### src/rtl/cnn_seq_pkg.sv
// Shared types and size helpers for the dilated-conv stream sequencer.
// Derived sizes are functions so the top and the capture stage agree on widths.
package cnn_seq_pkg;

    typedef enum logic [1:0] {
        IDLE   = 2'd0,
        STREAM = 2'd1,
        DRAIN  = 2'd2,
        DONE   = 2'd3
    } seq_state_t;

    function automatic int pixel_num(input int ch_in, input int width, input int height);
        return ch_in * width * height;
    endfunction

    function automatic int weight_num(input int ch_in, input int ch_out, input int kernel);
        return ch_in * ch_out * kernel * kernel;
    endfunction

    function automatic int out_num(input int width, input int height, input int ch_out);
        return width * height * ch_out;
    endfunction

    function automatic int max_int(input int a, input int b);
        return (a > b) ? a : b;
    endfunction

    // Address width for n words; never narrower than one bit.
    function automatic int addr_w(input int n);
        return (n <= 1) ? 1 : $clog2(n);
    endfunction

    // Width of a counter that must be able to hold the value n itself.
    function automatic int cnt_w(input int n);
        return $clog2(n + 1);
    endfunction

endpackage

### src/rtl/cnn_seq_out_capture.sv
// Output capture: counts engine results, drops anything past OUT_NUM and
// registers one buffer write per accepted result.
module cnn_seq_out_capture
    import cnn_seq_pkg::*;
#(
    parameter  int DATA_WIDTH = 32,
    parameter  int OUT_NUM    = 256,
    localparam int OUT_AW     = addr_w(OUT_NUM)
) (
    input  logic                  clk,
    input  logic                  reset,
    input  logic                  clear,
    input  logic                  enable,
    input  logic                  conv_valid_out,
    input  logic [DATA_WIDTH-1:0] conv_pxl_out,
    output logic                  full,
    output logic                  out_wr_en,
    output logic [OUT_AW-1:0]     out_wr_addr,
    output logic [DATA_WIDTH-1:0] out_wr_data
);

    localparam int              CNT_W    = cnt_w(OUT_NUM);
    localparam logic [CNT_W-1:0] CNT_FULL = CNT_W'(OUT_NUM);

    logic [CNT_W-1:0] out_cnt;

    // Full from the cycle of the last write, so done always lands a cycle later.
    assign full = (out_cnt == CNT_FULL);

    always_ff @(posedge clk) begin
        if (!reset) begin
            out_cnt     <= '0;
            out_wr_en   <= 1'b0;
            out_wr_addr <= '0;
            out_wr_data <= '0;
        end else begin
            out_wr_en <= 1'b0;
            if (clear) begin
                out_cnt <= '0;
            end else if (enable && conv_valid_out && !full) begin
                out_wr_en   <= 1'b1;
                out_wr_addr <= OUT_AW'(out_cnt);
                out_wr_data <= conv_pxl_out;
                out_cnt     <= out_cnt + CNT_W'(1);
            end
        end
    end

endmodule

### src/rtl/cnn_conv_stream_sequencer.sv
// Runs one dilated 3x3 conv engine: reset it, stream pixels and weights from
// two 1-cycle-latency memories, capture its results, flag a drain stall.
module cnn_conv_stream_sequencer
    import cnn_seq_pkg::*;
#(
    parameter  int DATA_WIDTH      = 32,
    parameter  int IMAGE_WIDTH     = 16,
    parameter  int IMAGE_HEIGHT    = 16,
    parameter  int CHANNEL_NUM_IN  = 512,
    parameter  int CHANNEL_NUM_OUT = 1,
    parameter  int KERNEL          = 3,
    parameter  int TIMEOUT         = 65535,
    localparam int PIXEL_NUM       = pixel_num(CHANNEL_NUM_IN, IMAGE_WIDTH, IMAGE_HEIGHT),
    localparam int WEIGHT_NUM      = weight_num(CHANNEL_NUM_IN, CHANNEL_NUM_OUT, KERNEL),
    localparam int OUT_NUM         = out_num(IMAGE_WIDTH, IMAGE_HEIGHT, CHANNEL_NUM_OUT),
    localparam int PXL_AW          = addr_w(PIXEL_NUM),
    localparam int WGT_AW          = addr_w(WEIGHT_NUM),
    localparam int OUT_AW          = addr_w(OUT_NUM)
) (
    input  logic                  clk,
    input  logic                  reset,
    input  logic                  start,
    output logic                  busy,
    output logic                  done,
    output logic                  error,
    output logic [PXL_AW-1:0]     pxl_rd_addr,
    input  logic [DATA_WIDTH-1:0] pxl_rd_data,
    output logic [WGT_AW-1:0]     wgt_rd_addr,
    input  logic [DATA_WIDTH-1:0] wgt_rd_data,
    output logic                  conv_rst,
    output logic                  conv_valid_in,
    output logic [DATA_WIDTH-1:0] conv_pxl_in,
    output logic                  conv_valid_weight_in,
    output logic [DATA_WIDTH-1:0] conv_weight_in,
    input  logic                  conv_valid_out,
    input  logic [DATA_WIDTH-1:0] conv_pxl_out,
    output logic                  out_wr_en,
    output logic [OUT_AW-1:0]     out_wr_addr,
    output logic [DATA_WIDTH-1:0] out_wr_data
);

    localparam int STREAM_LEN = max_int(PIXEL_NUM, WEIGHT_NUM);
    localparam int IDX_W      = addr_w(STREAM_LEN);
    localparam int STALL_W    = cnt_w(TIMEOUT);

    localparam logic [IDX_W-1:0]   STREAM_LAST = IDX_W'(STREAM_LEN - 1);
    localparam logic [IDX_W-1:0]   PXL_LAST    = IDX_W'(PIXEL_NUM - 1);
    localparam logic [IDX_W-1:0]   WGT_LAST    = IDX_W'(WEIGHT_NUM - 1);
    localparam logic [STALL_W-1:0] STALL_LAST  = STALL_W'(TIMEOUT - 1);

    seq_state_t          state, state_next;
    logic [IDX_W-1:0]    idx;
    logic [STALL_W-1:0]  stall_cnt;
    logic                accept_start, stream_last, timeout_hit, out_full;
    logic                pxl_live, wgt_live;

    assign accept_start = (state == IDLE) && start;
    assign stream_last  = (idx == STREAM_LAST);
    assign timeout_hit  = !conv_valid_out && (stall_cnt == STALL_LAST);
    assign pxl_live     = (idx <= PXL_LAST);
    assign wgt_live     = (idx <= WGT_LAST);

    // NOTE: sequential state uses non-blocking assignments so every flop samples pre-edge values.
    always_ff @(posedge clk) begin
        if (!reset) state <= IDLE;
        else        state <= state_next;
    end

    // NOTE: next state defaults to the current state before the case, so no latch is inferred.
    always_comb begin
        state_next = state;
        case (state)
            IDLE:    if (start) state_next = STREAM;
            STREAM:  if (stream_last) state_next = DRAIN;
            DRAIN:   if (out_full || timeout_hit) state_next = DONE;
            DONE:    state_next = IDLE;
            default: state_next = IDLE;
        endcase
    end

    always_ff @(posedge clk) begin
        if (!reset) begin
            idx                  <= '0;
            stall_cnt            <= '0;
            error                <= 1'b0;
            conv_valid_in        <= 1'b0;
            conv_valid_weight_in <= 1'b0;
        end else begin
            // Valids trail the address by the memory's one-cycle read latency.
            conv_valid_in        <= (state == STREAM) && pxl_live;
            conv_valid_weight_in <= (state == STREAM) && wgt_live;
            if (accept_start) begin
                idx       <= '0;
                stall_cnt <= '0;
                error     <= 1'b0;
            end else begin
                if (state == STREAM && !stream_last) idx <= idx + IDX_W'(1);
                if (state == DRAIN) begin
                    stall_cnt <= conv_valid_out ? '0 : stall_cnt + STALL_W'(1);
                    if (!out_full && timeout_hit) error <= 1'b1;
                end
            end
        end
    end

    assign busy     = (state == STREAM) || (state == DRAIN);
    assign done     = (state == DONE);
    assign conv_rst = (state == IDLE);

    // The shorter stream parks on its last address while the longer one finishes.
    assign pxl_rd_addr    = (state == STREAM) ? PXL_AW'(pxl_live ? idx : PXL_LAST) : '0;
    assign wgt_rd_addr    = (state == STREAM) ? WGT_AW'(wgt_live ? idx : WGT_LAST) : '0;
    assign conv_pxl_in    = conv_valid_in        ? pxl_rd_data : '0;
    assign conv_weight_in = conv_valid_weight_in ? wgt_rd_data : '0;

    cnn_seq_out_capture #(
        .DATA_WIDTH (DATA_WIDTH),
        .OUT_NUM    (OUT_NUM)
    ) u_out_capture (
        .clk            (clk),
        .reset          (reset),
        .clear          (accept_start),
        .enable         (busy),
        .conv_valid_out (conv_valid_out),
        .conv_pxl_out   (conv_pxl_out),
        .full           (out_full),
        .out_wr_en      (out_wr_en),
        .out_wr_addr    (out_wr_addr),
        .out_wr_data    (out_wr_data)
    );

endmodule

### config.mk
export PLATFORM = sky130hd
export DESIGN_NAME = cnn_conv_stream_sequencer
export DESIGN_NICKNAME = d
export VERILOG_FILES = /design/src/rtl/cnn_seq_pkg.sv /design/src/rtl/cnn_seq_out_capture.sv /design/src/rtl/cnn_conv_stream_sequencer.sv
export SDC_FILE = /design/constraint.sdc
export NUM_CORES = 1
export LEC_CHECK = 0
export ABC_CLOCK_PERIOD_IN_PS = 3100
export CAP_MARGIN = 5
export CELL_PAD_IN_SITES_DETAIL_PLACEMENT = 0
export CELL_PAD_IN_SITES_GLOBAL_PLACEMENT = 1
export CORE_ASPECT_RATIO = 1.25
export CORE_UTILIZATION = 28
export DETAILED_ROUTE_END_ITERATION = 6
export PLACE_DENSITY = 0.81
export SKIP_CTS_REPAIR_TIMING = 1
export SLEW_MARGIN = 20
export SYNTH_ARGS = -nofsm -noshare
export SYNTH_HDL_FRONTEND = slang
export SYNTH_SLANG_ARGS = --single-unit
### constraint.sdc
create_clock -name clk -period 3.1 [get_ports clk]
set_input_delay 0.465 -clock clk [delete_from_list [all_inputs] [get_ports clk]]
set_output_delay 0.465 -clock clk [all_outputs]
set_load 0.02 [all_outputs]
==> summary.txt, run 1 <==
Pwr
  – Power per Cell Area: 542.0 mW/mm^2
  – Leak: 2.591 nW
  – NetSw: 1.369 mW
  – Seq pwr share: 33.5%
  – Comb pwr share: 39.0%
  – Sw Ratio: approximately a third
  – Clock share of power: 27.5%
  – Max VDD drop: 0.3667 mV
  – P_int: 2.639 mW

Timing
  – Final Critical Period: 2.913 ns
  – Fin Setup TNS: 0 ns
  – Count of final setup violators: 0
  – Final Slew Violations: 0
  – Slew margin rel.: around half
  – Fin crit share: between 90% and 100%
  – Fmax: 0.3433 GHz
  – RSZ-0062 raised after global routing: no
  – Actual slew at the worst max-slew pin: 0.7202 ns
  – Fin. Hold Viols: 0
  – Worst clock skew: 0.008193 ns

Synthesis
  – Main flop type after synthesis: dfxtp_1
  – Count of cell types in the netlist: 43
  – Post-Synthesis Cells: 502
  – Mapped Nets: 612
  – EDFF count, synth: 0
  – Async set-reset flop share out of synthesis: 0%
  – Seq cells post-synth: 88
  – Mapped Area: around 0.0045 mm^2
  – Seq/Total Area, Yosys: 39.40%
  – Synth warn: 0
  – Mean Syn Cell Area: 8.908 um^2

Placement
  – Dpl hpwl: roughly 11000 um
  – PortBufs: 240
  – Routability cong.: around 0.86

CTS
  – CTS tree: built
  – CTS buffer count: 9
  – Clock sink count: 88
  – Clock transition at path regs: 0.07 ns
  – H-tree Lvls: 3
  – Clk_lat worst skew: 0.33 ns
  – Max Root-Sink Buffers: 2
  – CTS root buffer: clkbuf_16

Detailed routing
  – Routed wire length: 14190 um
  – Initial DRC Count: 129
  – Antenna Nets Post-Route: 0
  – Vias per cell: 4.583
  – Via count: 4345
  – DRC Markers: 0
  – First drt pass iteration count: 5
  – Routed len/inst: about 15 um

Worst setup path
  – CP endpoint: wgt_rd_addr[3]
  – Crit path capture type: output port
  – Critical Path RT: roughly 2.6 ns
  – R2R Path Start: idx[4]$_SDFFE_PP0P_
  – Crit path kind: register to output port
  – Crit Path Max Fanout: 8
  – CP arrival: around 2.5 ns
  – FF-to-FF End: idx[11]$_SDFFE_PP0P_
  – Startpoint Class: register
  – Worst reg-to-reg path cell count: 9
  – R2R setup slack: 0.68 ns
  – CP startpoint: idx[13]$_SDFFE_PP0P_

Status
  – Status: finished clean

Global route
  – Gr usage total: 16.64%
  – Largest net degree at the start of global routing: 43
  – First-pass GRT wire length: 21220 um
  – Overflow after GRT: 0
  – Initial antenna violation count: 1
  – Vias in the first global route: slightly above 4000

Floorplanning
  – Floorplan row count: 51
  – Initial core utilization: 28.72%
  – CORE AREA: 0.01557 mm^2
  – Die area: 0.01648 mm^2
  – Die H: roughly 140 um
  – I/O Pins: 241
  – Die width: 115.0 um

Run
  – Max Cap Viol: 0

Final layout
  – Fin util: 47.50%
  – Area growth syn-to-layout: 65.39%
  – Layout cells sized above 1: a little over 4%
  – Final #Nets: 840

Worst hold path
  – Hold WC Path Type: register to register
## logic make-up (layout without fill, tap and decap cells)
| family | after synthesis | in the layout | share of synthesized area (%) |
|---|---|---|---|
| buf+inv | 40 | 273 | 3.497 |
| compound gates | 42 | 42 | 6.547 |
| simple gates | 249 | 249 | 32.21 |
| xor+xnor | 28 | 28 | 5.484 |
| flops | 88 | 88 | 39.40 |
| mux | 45 | 45 | 10.07 |
| other cells | 0 | 1 | 0 |
| fa+ha+maj | 10 | 10 | 2.798 |
## cells in the final DEF, fill, tap and decap left out, drive strengths merged, types with 9 or more instances in the layout
cell type      instances
nor2b                 41
clkdlybuf4s50        240
nand2                 25
dfxtp                 88
nand4                 13
nor2                  39
ha                    10
clkbuf                 9
mux2i                 45
xnor2                 15
a21oi                 13
inv                   15
xor2                  13
and2                  83
## worst min path at each step
stage / start / to / slack, ns / cells after the start
floorplan: stall_cnt[15]$_SDFFE_PP0P_ / stall_cnt[15]$_SDFFE_PP0P_ / 0.45 / 2
global placement: stall_cnt[14]$_SDFFE_PP0P_ / stall_cnt[14]$_SDFFE_PP0P_ / 0.47 / 2
detailed placement: error$_SDFFE_PP0P_ / error$_SDFFE_PP0P_ / 0.47 / 2
CTS: error$_SDFFE_PP0P_ / error$_SDFFE_PP0P_ / 0.49 / 2
global route: state[1]$_SDFFE_PN0P_ / state[1]$_SDFFE_PN0P_ / 0.53 / 2
finish: error$_SDFFE_PP0P_ / error$_SDFFE_PP0P_ / 0.50 / 2
## power groups by stage
stage          combinational, mW  sequential, mW  clock, mW
3_5_place_dp                1.57            1.37          0
5_1_grt                     1.67            1.37       1.19
3_3_place_gp                1.56            1.36          0
4_1_cts                     1.58            1.35       1.13
6_report                    1.56            1.34       1.10
2_1_floorplan              0.808            1.43          0
## stage by stage
stage | setup slack, ns | total power [mW] | cell area, um^2 | std cells | hold WS [ns]
2_1_floorplan | 0.8718 | 2.234 | 4472 | 502 | 0.4520
5_1_grt | 0.09796 | 4.228 | 7393 | 947 | 0.5333
6_report | 0.1874 | 4.008 | 7396 | 948 | 0.4951
3_3_place_gp | 0.6168 | 2.919 | 7089 | 931 | 0.4671
3_5_place_dp | 0.5257 | 2.945 | 7089 | 931 | 0.4714
4_1_cts | 0.07259 | 4.056 | 7391 | 947 | 0.4943
## worst max-delay path: stages, from the launching register on
cell and delay, ns:
dfxtp_1 0.36, nor4_1 0.62, nand2_2 0.30, o21a_1 0.29
clkdlybuf4s50_1 0.54
## layout make-up
| class | instances | area (um^2) |
|---|---|---|
| Sequential cell | 88 | 1762 |
| Antenna cell | 1 | 2.502 |
| Multi-Input combinational cell | 374 | 2567 |
| Timing Repair Buffer | 245 | 2452 |
| Clock buffer | 9 | 225.2 |
| Inverter | 12 | 45.04 |
| Fill cell | 1544 | 8174 |
| Tap cell | 212 | 265.3 |
| Clock inverter | 7 | 76.32 |
## flip-flops by register name, summed over array words and instances, names as in the netlist
signal                     count
u_out_capture.out_wr_data     32
idx                           17
stall_cnt                     16
u_out_capture.out_cnt          9
u_out_capture.out_wr_addr      8
state                          2
conv_valid_in                  1
conv_valid_weight_in           1
error                          1
u_out_capture.out_wr_en        1
## layer usage
| metal | GRT usage (%) | routed length [um] | vias up |
|---|---|---|---|
| li1 | - | - | 2147 |
| met1 | 17.45 | 5260 | 2023 |
| met2 | 31.48 | 7490 | 153 |
| met3 | 4.049 | 1099 | 22 |
| met4 | 6.494 | 344 | 0 |
| met5 | 0 | 0 | - |
## Yosys cell counts, types with 2 or more instances
cell type	n	share of area (%)
nor3_1	5	0.56
nor4_1	7	0.98
and3_1	8	1.1
xnor2_1	15	2.9
ha_1	10	2.8
or4_1	2	0.34
nand2_1	25	2.1
o31ai_1	4	0.67
nand3_1	8	0.90
clkbuf_1	23	1.9
nand2b_1	2	0.28
nor4b_2	2	0.67
inv_1	12	1.0
and4_1	2	0.39
nand4b_1	2	0.39
dfxtp_1	88	39
a21oi_1	13	1.5
a21boi_0	3	0.50
nor2b_1	41	5.7
o21ai_0	4	0.45
o21a_1	8	1.3
or3_1	5	0.70
xor2_1	13	2.5
mux2i_1	45	10
a31o_2	2	0.39
buf_2	5	0.56
nand4_1	12	1.7
and2_1	83	12
nor2_1	39	3.3
(Power assumes the default switching activity.)
==> run 2: changes to the inputs <==
--- a/config.mk
+++ b/config.mk
@@ -5,12 +5,13 @@
 export SDC_FILE = /design/constraint.sdc
 export NUM_CORES = 1
 export LEC_CHECK = 0
+export ABC_AREA = 1
 export ABC_CLOCK_PERIOD_IN_PS = 3100
 export CAP_MARGIN = 5
 export CELL_PAD_IN_SITES_DETAIL_PLACEMENT = 0
 export CELL_PAD_IN_SITES_GLOBAL_PLACEMENT = 1
 export CORE_ASPECT_RATIO = 1.25
-export CORE_UTILIZATION = 28
+export CORE_UTILIZATION = 27
 export DETAILED_ROUTE_END_ITERATION = 6
 export PLACE_DENSITY = 0.81
 export SKIP_CTS_REPAIR_TIMING = 1
==> summary.txt, run 2 <==
Status
  – Status: finished clean

Placement
  – Routability cong.: 0.8257 (-4.2%)
  – Placed Area: 0.007350 mm^2 (+3.7%)
  – Dpl hpwl: 11550 um (+2.9%)
  – PortBufs: 240 (unchanged)
  – Inst Count DP: 1170 (+26%)

CTS
  – H-tree Lvls: 3 (unchanged)
  – CTS tree: built
  – CTS buffer count: 9 (unchanged)
  – Clock transition at path regs: 0.06 ns (about the same)
  – Max Root-Sink Buffers: 2 (unchanged)
  – CTS root buffer: clkbuf_16
  – Clock sink count: 88 (unchanged)
  – Clk_lat worst skew: 0.35 ns (+0.02 ns)

Final layout
  – Layout cells sized above 1: 6.341% (+2.3 points)
  – Biggest regs: u_out_capture.out_wr_data (32), idx (17), stall_cnt (16)
  – Area growth syn-to-layout: 59.88%
  – Largest register by flop count: u_out_capture.out_wr_data
  – Most frequent cells in the layout: 240 x clkdlybuf4s50_1, 202 x nand2_1, 135 x inv_1, 88 x dfxtp_1, 63 x a21oi_1
  – Final #Nets: 1067 (+27%)
  – Final Cell Area: 0.007650 mm^2 (+3.4%)
  – Antenna Cells: 0 (-1)
  – Fin util: 43.88% (-3.6 points)
  – Max reg flops: 32 (unchanged)
  – Commonest non-fill, non-tap cell in the layout: clkdlybuf4s50_1
  – Finished Layout Cells: 1186 (+25%)

Timing
  – Worst clock skew: 0.004865 ns (-0.003328 ns)
  – Fin Setup TNS: 0 ns (unchanged)
  – Fmax: 0.3567 GHz (+3.9%)
  – Final Critical Period: 2.803 ns (-0.1095 ns)
  – Count of final setup violators: 0 (unchanged)
  – Fin. Hold Viols: 0 (unchanged)
  – Slew margin rel.: 49.87% (-2.1 points)
  – Hold Slack: 0.4582 ns (-0.03682 ns)
  – RSZ-0062 raised after global routing: no
  – Final Slew Violations: 0 (unchanged)
  – Fin crit share: 90.42% (-3.5 points)
  – Actual slew at the worst max-slew pin: 0.7470 ns (+0.02679 ns)

Worst setup path
  – Worst reg-to-reg path cell count: 13 (+4)
  – CP arrival: 2.34 ns (-0.11 ns)
  – Crit path kind: register to output port
  – Startpoint Class: register
  – CP max stage cell: clkdlybuf4s50_1
  – Crit Path Max Fanout: 4 (-4)
  – Worst path top cell family by delay: simple AND/OR/NAND/NOR gates
  – Crit path buffers/inverters: 1 (unchanged)
  – R2R Path Start: idx[0]$_SDFFE_PP0P_
  – CP peak stage delay: 0.61 ns (about the same)
  – Critical Path RT: 2.63 ns (about the same)
  – Crit path capture type: output port
  – R2R setup slack: 0.72 ns (+0.04 ns)
  – FF-to-FF End: state[1]$_SDFFE_PN0P_
  – Crit-path most repeated cell: nand3_1
  – Worst-path cell chain: ha_1, nand3_1, nor2_1, nand3_1, nand3_1, nand3_1, nor2_1, clkdlybuf4s50_1

Pwr
  – Comb pwr share: 43.9% (+4.9 points)
  – Max VDD drop: 0.3234 mV (-12%)
  – NetSw: 1.688 mW (+23%)
  – Power per Cell Area: 567.3 mW/mm^2 (+4.7%)
  – Leak: 3.406 nW (+31%)
  – Clock share of power: 25.6% (-1.9 points)
  – Sw Ratio: 38.90% (+4.7 points)
  – Seq pwr share: 30.5% (-3.0 points)
  – P_int: 2.652 mW (+0.47%)

Synthesis
  – Share of the synthesized area in the top cell type: 36.82% (-2.6 points)
  – Simple-Gate Fraction of Synth Area: 33.47% (+1.3 points)
  – Seq/Total Area, Yosys: 36.82% (-2.6 points)
  – Async set-reset flop share out of synthesis: 0% (unchanged)
  – Most frequent cells after synthesis: 202 x nand2_1, 135 x inv_1, 88 x dfxtp_1
  – Seq cells post-synth: 88 (unchanged)
  – Main flop type after synthesis: dfxtp_1
  – EDFF count, synth: 0 (unchanged)
  – Area share of fa/ha/maj cells after synthesis: 2.615% (-0.18 points)
  – Post-synthesis mux area share: 0% (-10 points)
  – Count of cell types in the netlist: 35 (-19%)
  – Post-Synth XOR/XNOR Area: 1.098% (-4.4 points)
  – Mapped Area: 0.004785 mm^2 (+7.0%)
  – Compound-cell area share of the yosys netlist: 11.53% (+5.0 points)
  – Mapped Nets: 838 (+37%)
  – Mean Syn Cell Area: 6.572 um^2 (-26%)
  – Most common cell in the synthesized netlist: nand2_1
  – Largest area contributor in the netlist: dfxtp_1
  – Post-Synthesis Cells: 728 (+45%)
  – Largest cells by area after synthesis: dfxtp_1 37%, nand2_1 16%, inv_1 11%, a21oi_1 6.6%, nand3_1 5.3%
  – Main combinational cell family by area after synthesis: simple AND/OR/NAND/NOR gates
  – Synth warn: 0 (unchanged)

Floorplanning
  – Die width: 121.1 um (+5.2%)
  – Die area: 0.01826 mm^2 (+11%)
  – I/O Pins: 241 (unchanged)
  – CORE AREA: 0.01743 mm^2 (+12%)
  – Die H: 150.8 um (+5.3%)
  – Initial core utilization: 27.45% (-1.3 points)
  – Floorplan row count: 54 (+5.9%)

Detailed routing
  – Via count: 5089 (+17%)
  – Antenna Nets Post-Route: 0 (unchanged)
  – Vias per cell: 4.291 (-6.4%)
  – DRC Markers: 0 (unchanged)
  – Routed len/inst: 12.76 um (-15%)
  – First drt pass iteration count: 4 (-1)
  – Routed wire length: 15140 um (+6.6%)
  – Initial DRC Count: 251 (+95%)

Worst hold path
  – Hold WC Path Type: register to register
  – Hold worst-path end: u_out_capture.out_wr_data[29]$_SDFFE_PN0P_
  – Hold_sp: u_out_capture.out_wr_data[29]$_SDFFE_PN0P_
  – Hold path cells: 2 (unchanged)

Global route
  – Largest net degree at the start of global routing: 41 (-4.7%)
  – Overflow after GRT: 0 (unchanged)
  – Initial antenna violation count: 0 (-1)
  – First-pass GRT wire length: 22890 um (+7.9%)
  – Vias in the first global route: 4429 (+6.5%)
  – Gr usage total: 15.89% (-0.75 points)

Run
  – Max Cap Viol: 0 (unchanged)
==> run 2: cell types whose count changed after synthesis, sizes merged, moves of 25 or more <==
cell,previous run,this run
nor2b,41,0
mux2i,45,0
nor2,39,64
and2,83,1
a21oi,13,73
nand2,25,208
nand3,8,66
inv,12,135
==> run 2: cell families (layout without fill, tap and decap cells) <==
logic type                 after synthesis  count (layout)
xor gates and xnor gates                 6               6
and+or+nand+nor                        358             358
adders and majority gates               10              10
AOI/OAI and AO/OA                      100             100
DFF                                     88              88
buffers and inverters                  166             400
==> run 2: metal layers <==
layer	wire [um]	vias to the layer above	GRT usage, %
met5	0	-	0
met4	286	0	6.049
met3	817	22	2.297
met2	7978	135	30.09
met1	6051	2230	17.73
li1	-	2702	-
==> run 2: worst min-delay path, cell delays in order, from the launching register on <==
cell and delay [ns]:
dfxtp_1 0.31, nand2_1 0.06, a21oi_1 0.05
==> run 2: per-stage QoR <==
stage	power (mW)	setup slack, ns
CTS	4.401	0.2579
detailed placement	3.273	0.6384
global placement	3.267	0.6863
floorplan	2.551	1.050
global route	4.608	0.04830
finish	4.339	0.2969
==> run 2: how the worst max path moves through the flow <==
stage	endpoint	depth (start not counted)	startpoint
3_5_place_dp	wgt_rd_addr[11]	8	idx[0]$_SDFFE_PP0P_
6_report	wgt_rd_addr[11]	8	idx[0]$_SDFFE_PP0P_
4_1_cts	wgt_rd_addr[11]	8	idx[0]$_SDFFE_PP0P_
5_1_grt	wgt_rd_addr[2]	9	idx[0]$_SDFFE_PP0P_
3_3_place_gp	wgt_rd_addr[9]	8	idx[0]$_SDFFE_PP0P_
2_1_floorplan	idx[12]$_SDFFE_PP0P_	13	idx[0]$_SDFFE_PP0P_
==> run 2: cell type report <==
class	count	area [um^2]
clock inverters	4	53.80
inverters	135	506.7
fillers	1776	9782
multi-input cells	474	2331
flip-flops and latches	88	1762
well taps	224	280.3
repair buffers	249	2470
clock buffers	12	246.5
==> run 2: power groups by stage <==
stage	combinational [mW]	sequential [mW]	clock, mW
after global routing	2.08	1.34	1.19
after CTS	1.93	1.32	1.15
after global placement	1.92	1.34	0
after detailed placement	1.93	1.35	0
after floorplan	1.11	1.44	0
final	1.91	1.32	1.11
